==> src/rtl/weight_loader_pkg.sv <==
// Shared definitions for the serial weight loader.
// Word width comes from WL_N; WEIGHT_LOADER_BIAS_EN adds a bias word.
`ifndef WL_N
`define WL_N 16
`endif

package weight_loader_pkg;

  localparam int N = `WL_N;

`ifdef WEIGHT_LOADER_BIAS_EN
  localparam int BIAS = 1;
`else
  localparam int BIAS = 0;
`endif

  typedef enum logic {
    IDLE,
    LOAD
  } state_e;

  function automatic int fanin(int node, int sx, int sl1, int sl);
    return (node >= sl) ? sx : sl1;
  endfunction

  function automatic int wt(int sx, int sl1, int sl, int nd);
    return sl1 * sx + sl * sl1 + BIAS * nd;
  endfunction

endpackage

==> src/rtl/onehot_dec.sv <==
// Node index to one-hot shift-enable decoder.
// Purely combinational; out-of-range indices give all zeros.
module onehot_dec #(
    parameter int nd = 5,
    parameter int NW = 3
) (
    input  logic [NW-1:0] idx_i,
    output logic [nd-1:0] oh_o
);

    // Compare the index against every bit position.
    always_comb begin
        oh_o = '0;
        for (int i = 0; i < nd; i++) begin
            oh_o[i] = (idx_i == NW'(i));
        end
    end

endmodule

==> src/rtl/weight_loader.sv <==
// Serial weight writer: streams words into per-node shift registers.
// Optional macro WEIGHT_LOADER_BIAS_EN appends one bias word per node.
module weight_loader
    import weight_loader_pkg::*;
#(
    parameter int sx  = 99,
    parameter int sl1 = 99,
    parameter int sl  = 99,
    parameter int nd  = 99
) (
    input  logic                clk,
    input  logic                rst,
    input  logic                start,
    input  logic signed [N-1:0] in_data,
    input  logic                in_valid,
    output logic                in_ready,
    output logic signed [N-1:0] bus,
    output logic [nd-1:0]       we,
    output logic                busy,
    output logic                done
);

    localparam int MAXF = ((sx > sl1) ? sx : sl1) + BIAS;
    localparam int NW   = $clog2(nd - 1) + 1;
    localparam int WW   = $clog2(MAXF - 1) + 1;

    state_e             state_q, state_d;
    logic [NW-1:0]      node_q, node_d;
    logic [WW-1:0]      wcnt_q, wcnt_d;
    logic signed [N-1:0] bus_q, bus_d;
    logic [nd-1:0]      we_q, we_d;
    logic               done_q, done_d;
    logic [nd-1:0]      node_oh;
    logic [WW-1:0]      wlast;

    onehot_dec #(
        .nd(nd),
        .NW(NW)
    ) u_dec (
        .idx_i(node_q),
        .oh_o (node_oh)
    );

    assign wlast    = WW'(fanin(int'(node_q), sx, sl1, sl) + BIAS - 1);
    assign in_ready = (state_q == LOAD);
    assign busy     = (state_q == LOAD);
    assign bus      = bus_q;
    assign we       = we_q;
    assign done     = done_q;

    // Next-state: start a load, or step word/node counters per transfer.
    always_comb begin
        state_d = state_q;
        node_d  = node_q;
        wcnt_d  = wcnt_q;
        bus_d   = bus_q;
        we_d    = '0;
        done_d  = 1'b0;
        unique case (state_q)
            IDLE: begin
                if (start) begin
                    state_d = LOAD;
                    node_d  = NW'(nd - 1);
                    wcnt_d  = '0;
                end
            end
            LOAD: begin
                if (in_valid) begin
                    bus_d = in_data;
                    we_d  = node_oh;
                    if (wcnt_q == wlast) begin
                        wcnt_d = '0;
                        if (node_q == '0) begin
                            state_d = IDLE;
                            done_d  = 1'b1;
                        end else begin
                            node_d = node_q - 1'b1;
                        end
                    end else begin
                        wcnt_d = wcnt_q + 1'b1;
                    end
                end
            end
            default: state_d = IDLE;
        endcase
    end

    // State, counter and output registers with synchronous reset.
    always_ff @(posedge clk) begin
        if (rst) begin
            state_q <= IDLE;
            node_q  <= '0;
            wcnt_q  <= '0;
            bus_q   <= '0;
            we_q    <= '0;
            done_q  <= 1'b0;
        end else begin
            state_q <= state_d;
            node_q  <= node_d;
            wcnt_q  <= wcnt_d;
            bus_q   <= bus_d;
            we_q    <= we_d;
            done_q  <= done_d;
        end
    end

endmodule

==> config.mk <==
export PLATFORM = sky130hd
export DESIGN_NAME = weight_loader
export DESIGN_NICKNAME = d
export VERILOG_FILES = /design/src/rtl/weight_loader_pkg.sv /design/src/rtl/onehot_dec.sv /design/src/rtl/weight_loader.sv
export SDC_FILE = /design/constraint.sdc
export NUM_CORES = 1
export LEC_CHECK = 0
export CAP_MARGIN = 20
export CORE_ASPECT_RATIO = 0.6
export CORE_MARGIN = 10
export CORE_UTILIZATION = 40
export CTS_CLUSTER_DIAMETER = 30
export DETAILED_ROUTE_END_ITERATION = 8
export PLACE_DENSITY = 0.78
export SETUP_SLACK_MARGIN = 0.4
export SLEW_MARGIN = 0
export SYNTH_ARGS = -nofsm -noshare
export SYNTH_HDL_FRONTEND = slang
export SYNTH_SLANG_ARGS = --single-unit
==> constraint.sdc <==
create_clock -name clk -period 2 [get_ports clk]
set_input_delay 0.6 -clock clk [delete_from_list [all_inputs] [get_ports clk]]
set_output_delay 0.6 -clock clk [all_outputs]
set_load 0.05 [all_outputs]
Word-level counts from Yosys, hierarchy flattened:

Index checks and enable logic that the tools add are counted.

* equal/unequal tests: 103
* reductions and logical operators: 6
* mux-type cells: 15
* add/subtract/negate cells: 2
* bitwise operators: 3

Operators by type and width (count)
* == test 8 x 7 -> 1 bit (second input constant): 36
* == test 8 x 6 -> 1 bit (second input constant): 32
* == test 8 x 5 -> 1 bit (second input constant): 16
* == test 8 x 4 -> 1 bit (second input constant): 8
* two-way mux 8 bit: 7
* == test 8 x 3 -> 1 bit (second input constant): 4
* one-hot mux 8 bit (2 select lines): 2
* == test 8 x 2 -> 1 bit (second input constant): 2
* adder 8 x 1 -> 8 bit (second input constant): 1
* == test 8 x 1 -> 1 bit (second input constant): 1
* logical NOT 8 bit: 1
* subtractor 8 x 1 -> 8 bit (second input constant): 1
* inequality test 2 bit (second input constant): 3
* two-way mux 1 bit: 5
* AND reduction 2 bit: 2
* AND reduction 4 bit: 1
* OR reduction 4 bit: 1
* inverter 1 bit: 3
* OR reduction 3 bit: 1
* inequality test 2 x 1 -> 1 bit (second input constant): 1
* one-hot mux 1 bit (2 select lines): 1

* logic and storage cells: 135
* flip-flop bits (word level): 133
* output and inout bits: 118
* input bits: 20

Logic depth before layout (Yosys ltp):

Gate-level depths: netlist (run 1).

* word-level depth: 5
* depth in mapped cells: 7
* mapped depth without buffers: 6

Modules after synthesis:

From an unflattened synthesis (run 1), not the netlist that was laid out.

* cells, all modules: 550
* area, all modules: 5046.1 um2

Modules (own cells, without submodules)
* weight_loader: area an instance 4271.6 um2, instances 1, sequential area each 2662.6 um2, cells an instance 407
* onehot_dec: area an instance 774.5 um2, instances 1, sequential area each 0.0 um2, cells an instance 143

Least setup slack after synthesis (run 1):

Ideal clock, no wire load.

* path kind: reg2reg
* start point: reg state_q (netlist: busy)
* end point: reg node_q[7]
* arrival: 1.714 ns
* required time: 1.930 ns
* setup time: 0.070 ns
* cell stages (with the launch flop): 5
* buffers on the path: 0
* path slack: 0.217 ns
* clock period less this slack: 1.783 ns
* path through: dfxtp_1 and4bb_2 nand3_1 or4_1 a21oi_1

* cells in the longest elaborated chain, start to end: 3
* elaborated cells between the ends (all ways): 7
* those cells by class: eq/ne: 4; mux: 1; bitwise: 1; reduce/logical: 1

Ends and longest elaborated chain
* start: declaration: RTL line weight_loader.sv:27 `state_e state_q, state_d;`
* start signal: assignment: RTL line weight_loader.sv:98 `state_q <= state_d;`
* inverter 1 bit
* inequality test 2 bit (no line)
* AND reduction 4 bit (no line)
* end signal: assignment: RTL line weight_loader.sv:99 `node_q <= node_d;`
* end: declaration: RTL line weight_loader.sv:28 `logic [NW-1:0] node_q, node_d;`

Several ways; a longest one is shown, not always the timed one.
A chain may end at the register's enable or synchronous reset.

Worst setup path after layout (run 1):

* start point: reg node_q[1]
* end point: reg node_q[7]

* cells in the longest elaborated chain, start to end: 5
* elaborated cells between the ends (all ways): 8
* those cells by class: add/sub: 1; eq/ne: 1; mux: 4; reduce/logical: 2

Ends and longest elaborated chain
* subtractor 8 x 1 -> 8 bit: RTL line weight_loader.sv:77 `node_d = node_q - 1'b1;`
* two-way mux 8 bit: RTL line weight_loader.sv:73 `if (node_q == '0) begin`
* two-way mux 8 bit: RTL line weight_loader.sv:71 `if (wcnt_q == wlast) begin`
* two-way mux 8 bit: RTL line weight_loader.sv:68 `if (in_valid) begin`
* one-hot mux 8 bit (2 select lines): RTL line weight_loader.sv:59 `unique case (state_q)`

Several ways; a longest one is shown, not always the timed one. The select of a mux whose other input is x is not followed.

==> results of run 1 <==
[worst reg2reg max path: stages, from the launching register on]
cell and delay (ns):
dfxtp_2 0.33, buf_6 0.11, or2_4 0.25, or3_4 0.39, or4_4 0.43, a21oi_2 0.12
[per-layer routing]
metal / global-route usage, % / share of wire (%)
met1: 20.3 / 39
met2: 27.2 / 48
met3: 6.58 / 11
met4: 5.82 / 1.8
met5: 0 / 0
[Yosys cell counts, types with 3 or more instances]
master	number
nand2_1	59
inv_1	9
nand4_1	3
nor3_1	9
nand3_1	10
nor2_1	111
a21oi_1	29
clkbuf_1	10
and3_1	4
ha_1	7
buf_2	3
o21ai_0	6
nor2b_1	5
dfxtp_1	133
a31oi_1	4
[registers in the layout (all words and copies together) (netlist names)]
name	count
busy	1
we	99
done	1
wcnt_q	8
node_q	8
bus	16
[power breakdown]
| part | internal [mW] | switching, mW |
|---|---|---|
| Combinational | 0.141 | 0.228 |
| Sequential | 2.67 | 0.0262 |
| Clock | 1.77 | 1.29 |
| Total | 4.58 | 1.54 |
[logic make-up (layout without fill, tap and decap cells)]
logic type / after synthesis / count (layout) / synth area share (%)
AND/OR/NAND/NOR: 220 / 220 / 23.5
flip-flops: 133 / 133 / 64.3
AO/OA/AOI/OAI: 47 / 47 / 6.35
buffers and inverters: 27 / 210 / 2.99
adder cells (fa/ha/maj): 7 / 7 / 2.12
multiplexers: 2 / 2 / 0.514
XOR/XNOR: 1 / 1 / 0.212
other: 0 / 1 / 0
[cell type report]
| type | count | area, um2 |
|---|---|---|
| antenna | 1 | 2.50 |
| clock buffer | 17 | 425 |
| clock inverter | 15 | 159 |
| fill | 732 | 3680 |
| inverter | 9 | 36.3 |
| multi-input combinational | 277 | 1490 |
| sequential | 133 | 2670 |
| tap | 135 | 169 |
| timing repair buffer | 169 | 1350 |
[worst min path at each step]
stage | end | slack, ns | depth (start not counted)
2_1_floorplan | wcnt_q[7] | 0.43 | 1
3_3_place_gp | bus[12] | 0.44 | 2
3_5_place_dp | bus[13] | 0.45 | 2
4_1_cts | bus[13] | 0.46 | 2
5_1_grt | bus[13] | 0.48 | 2
6_report | bus[9] | 0.46 | 2
[placed cells by master, fill, tap and decap left out, types with 7 or more instances in the layout]
cell	count
nand3_1	8
clkdlybuf4s50_1	17
a21oi_1	25
buf_4	142
nor2_1	109
dfxtp_1	127
buf_6	7
nor3_1	8
nand2_1	51
nand2_2	8
clkbuf_16	17
[what timing repair did]
item / CTS / global route
pin swaps: 10 / 4
hold endpoints to repair: 0 / 0
resized for setup: 26 / 21
endpoints found under the setup margin: 95 / 101
setup buffers: 12 / 6
==> impl_metrics.ini, run 1 <==
[placed_design]
pre_cts_slack_ns = -0.196
placed_cell_area_um2 = 5410
place_congestion = 0.890
numPortBuffers = 137
hpwl_mm = 9.02
place_inst = 705

[global_routing]
grt_start_max_net_pins = 24
overflow = 0
grt_first_pass_wirelength_mm = 19.9
grt_pass1_vias = 3725
antenna_found_initial = 1
grt_usage_pct = 16.9

[critical_path]
crit_chain = buf_6, or2_4, or3_4, or4_4, a21oi_2
crit_fanout = 4
r2r_end = node_q[7]
endpoint = node_q[7]
worstPathArrival_ns = 2.04
rr_worst_depth = 5
slowest_stage = or4_4
endpoint_kind = flop
cp_num_cells = 5
startpoint = node_q[1]
crit_family = simple AND/OR/NAND/NOR gates
path_buf_inv = 1
crit_path_max_incr_delay_ns = 0.43
critical_path_class = flop to flop
ff2ff_setup_slack_ns = 0.30
start_kind = flop
cp.required_ns = 2.35
worst_r2r_startpoint = node_q[1]

[drt]
wl_per_cell_um = 17.7
finalWirelength_mm = 13.4
via_count = 3769
detail-route-antenna-nets = 0
drcViolationCount = 0
firstDrtPassIters = 5
first_iter_violations = 310
viasPerCell = 4.99

[sta]
skew_ns = 0.00742
min_period_ns = 1.70
finalCritPeriodShare_pct = 84.8
worst_pin_slew_ns = 0.449
whs_ns = 0.460
rsz0062_at_grt = true
worst_slack_ns = 0.305
max-slew-margin-rel_pct = 70.1
setup_viol = 0
final_hold_viol_count = 0
setup_tns_ns = 0
slew_viol_final = 0
fmax_mhz = 590

[finish]
layout-drive-gt1-share_pct = 36.3
final_cells = 756
syn_to_final_growth_pct = 52.3
final_util_pct = 63.1
fin_nets = 634
fin_area_um2 = 6300

[synthesis]
syn_avg_cell_area_um2 = 9.47
synth-seq-cells = 133
async_reset_ff_share_pct = 0
seq_area_frac_synth_pct = 64.3
yosysTopAreaCellShare_pct = 64.3
syn_nets = 464
synth_area_um2 = 4140
syn_inst = 437
ys_warn_count = 0
synth_cell_type_count = 45
synthTopCellsByArea = dfxtp_1 64%, nor2_1 10%, nand2_1 5.4%, a21oi_1 3.5%, ha_1 2.1%
yosysTopAreaCell = dfxtp_1
synth_edf_count = 0
synth_flop_cell = dfxtp_1

[clock_tree]
cts_tree = yes
cts.reportedPaths.clkPinSlew_ns = 0.06
clock_path_buffers = 2
h-tree-depth = 4
cts_num_sinks = 133
cts_buffers = 17
cts-root-buf = clkbuf_16
clock_latency_ns = 0.41
cts_hold_repair.buffers = 0

[floorplan]
io-pin-count = 138
rows = 28
start_util_pct = 41.5
die_width_um = 151
dieArea_um2 = 14900
die_y_um = 98.8
core_um2 = 9980

[outcome]
outcome = completed

[worst_hold_path]
hp-start = bus[9]
worstHoldPathType = flop to flop

[power]
total_power_mw = 6.13
powerDensity_nw_per_um2 = 972
vdd_drop_max_mv = 0.703
leakagePower_nw = 2.69

[job]
cap_violations = 0
Power figures use the tool's default switching activity.
==> inputs of run 2 (changes only) <==
==> constraint.sdc (replaced) <==
create_clock -name clk -period 1.75 [get_ports clk]
set_input_delay 0.525 -clock clk [delete_from_list [all_inputs] [get_ports clk]]
set_output_delay 0.525 -clock clk [all_outputs]
set_load 0.05 [all_outputs]
==> impl_metrics.ini, run 2 (synthesis results as in run 1) <==
[outcome]
outcome = finished, violations left
violations = setup timing

[finish]
syn_to_final_growth_pct = 102
fin_nets = 649
layout_commonest_cell = dfxtp_2
num_antenna_cells = 0
nFillCells = 411
largest_reg_flops = 99
final_cells = 770
layout-drive-gt1-share_pct = 70.9
layout_common_cells = 118 x dfxtp_2, 88 x buf_8, 69 x nor2_1
final_util_pct = 83.5

[drt]
wl_met2_mm = 10.5
drcViolationCount = 0
first_iter_violations = 474
finalWirelength_mm = 21.3
via_count = 4453
wl_met3_mm = 2.07
wl_per_cell_um = 27.7
firstDrtPassIters = 5
maxUsedRoutingLayer = met5
viasPerCell = 5.78
met1Wirelength_mm = 7.25
detail-route-antenna-nets = 0

[sta]
max-slew-margin-rel_pct = 67.6
min_period_ns = 1.83
setup_viol = 4
skew_ns = 0.0136
worst_slack_ns = -0.0764
slew_viol_final = 0
worst_pin_slew_ns = 0.486
final_hold_viol_count = 0
whs_ns = 0.485
rsz0062_at_grt = true
fmax_mhz = 548
finalCritPeriodShare_pct = 104

[clock_tree]
cts_buffers = 17
clock_path_buffers = 2
h-tree-depth = 4
cts_hold_repair.buffers = 0
cts.reportedPaths.clkPinSlew_ns = 0.06
cts_num_sinks = 133
clock_latency_ns = 0.43
cts-root-buf = clkbuf_16
cts_tree = yes

[floorplan]
start_util_pct = 41.5
die_width_um = 151
rows = 28
io-pin-count = 138
dieArea_um2 = 14900
die_y_um = 98.8
core_um2 = 9980

[placed_design]
numPortBuffers = 137
hpwl_mm = 9.39
place_inst = 715
place_congestion = 0.890
pre_cts_slack_ns = -0.335

[worst_hold_path]
worstHoldPathType = flop to flop
hp-start = bus[11]

[global_routing]
grt_pass1_vias = 4162
antenna_found_initial = 1
overflow = 0
grt_start_max_net_pins = 23
grt_first_pass_wirelength_mm = 25.5
grt_usage_pct = 22.4

[critical_path]
crit_fanout = 10
worstPathArrival_ns = 2.18
start_kind = flop
worst_r2r_startpoint = node_q[3]
critical_path_class = flop to flop
cp.required_ns = 2.10
startpoint = node_q[3]
endpoint_kind = flop

[power]
leakagePower_nw = 3.29
powerDensity_nw_per_um2 = 899
total_power_mw = 7.50
vdd_drop_max_mv = 0.920

[job]
cap_violations = 0
run 2: final cells by class:
type / count / area, um2 / share of cell area, %
sequential: 133 / 2830 / 33.9
timing repair buffer: 184 / 2620 / 31.4
multi-input combinational: 277 / 2080 / 24.9
clock buffer: 18 / 439 / 5.26
tap: 135 / 169 / 2.02
clock inverter: 14 / 166 / 1.99
inverter: 9 / 36.3 / 0.435
run 2: repair_timing:
| item | CTS | global route |
|---|---|---|
| gates resized for setup | 332 | 150 |
| gates cloned | 0 | 3 |
| pin swaps | 11 | 66 |
| buffers inserted | 11 | 9 |
| endpoints found under the setup margin | 251 | 250 |
run 2: critical path, stage by stage (launching register included):
cell and delay (ns):
dfxtp_2 0.64, nor2_2 0.17, nand4_1 0.30, or4b_4 0.50, a21oi_2 0.14
run 2: worst paths after layout:
| check | endpoint | slack [ns] | cells past startpoint |
|---|---|---|---|
| setup reg to reg | node_q[2] | -0.08 | 4 |
| hold reg to reg | bus[11] | 0.49 | 2 |
| setup / recovery | node_q[2] | -0.08 | 4 |
| hold / removal | bus[11] | 0.49 | 2 |
run 2: per-stage QoR:
stage / instance area, um2 / TNS (ns)
floorplan: 4250 / 0
global placement: 5960 / -23.59
detailed placement: 5960 / -33.30
CTS: 7570 / 0
global route: 8340 / -0.156
finish: 8340 / -0.145
run 2: power breakdown:
group	switching, mW	internal (mW)	leakage [nW]
Clock	1.60	2.19	0.294
Combinational	0.358	0.261	1.85
Sequential	0.0467	3.05	1.14
Total	2.00	5.50	3.29
run 2: metal layers:
metal,track usage (%),up-vias
met5,0,-
met4,12.7,2
met3,7.26,119
met2,36.7,364
met1,25.3,2169
li1,-,1799
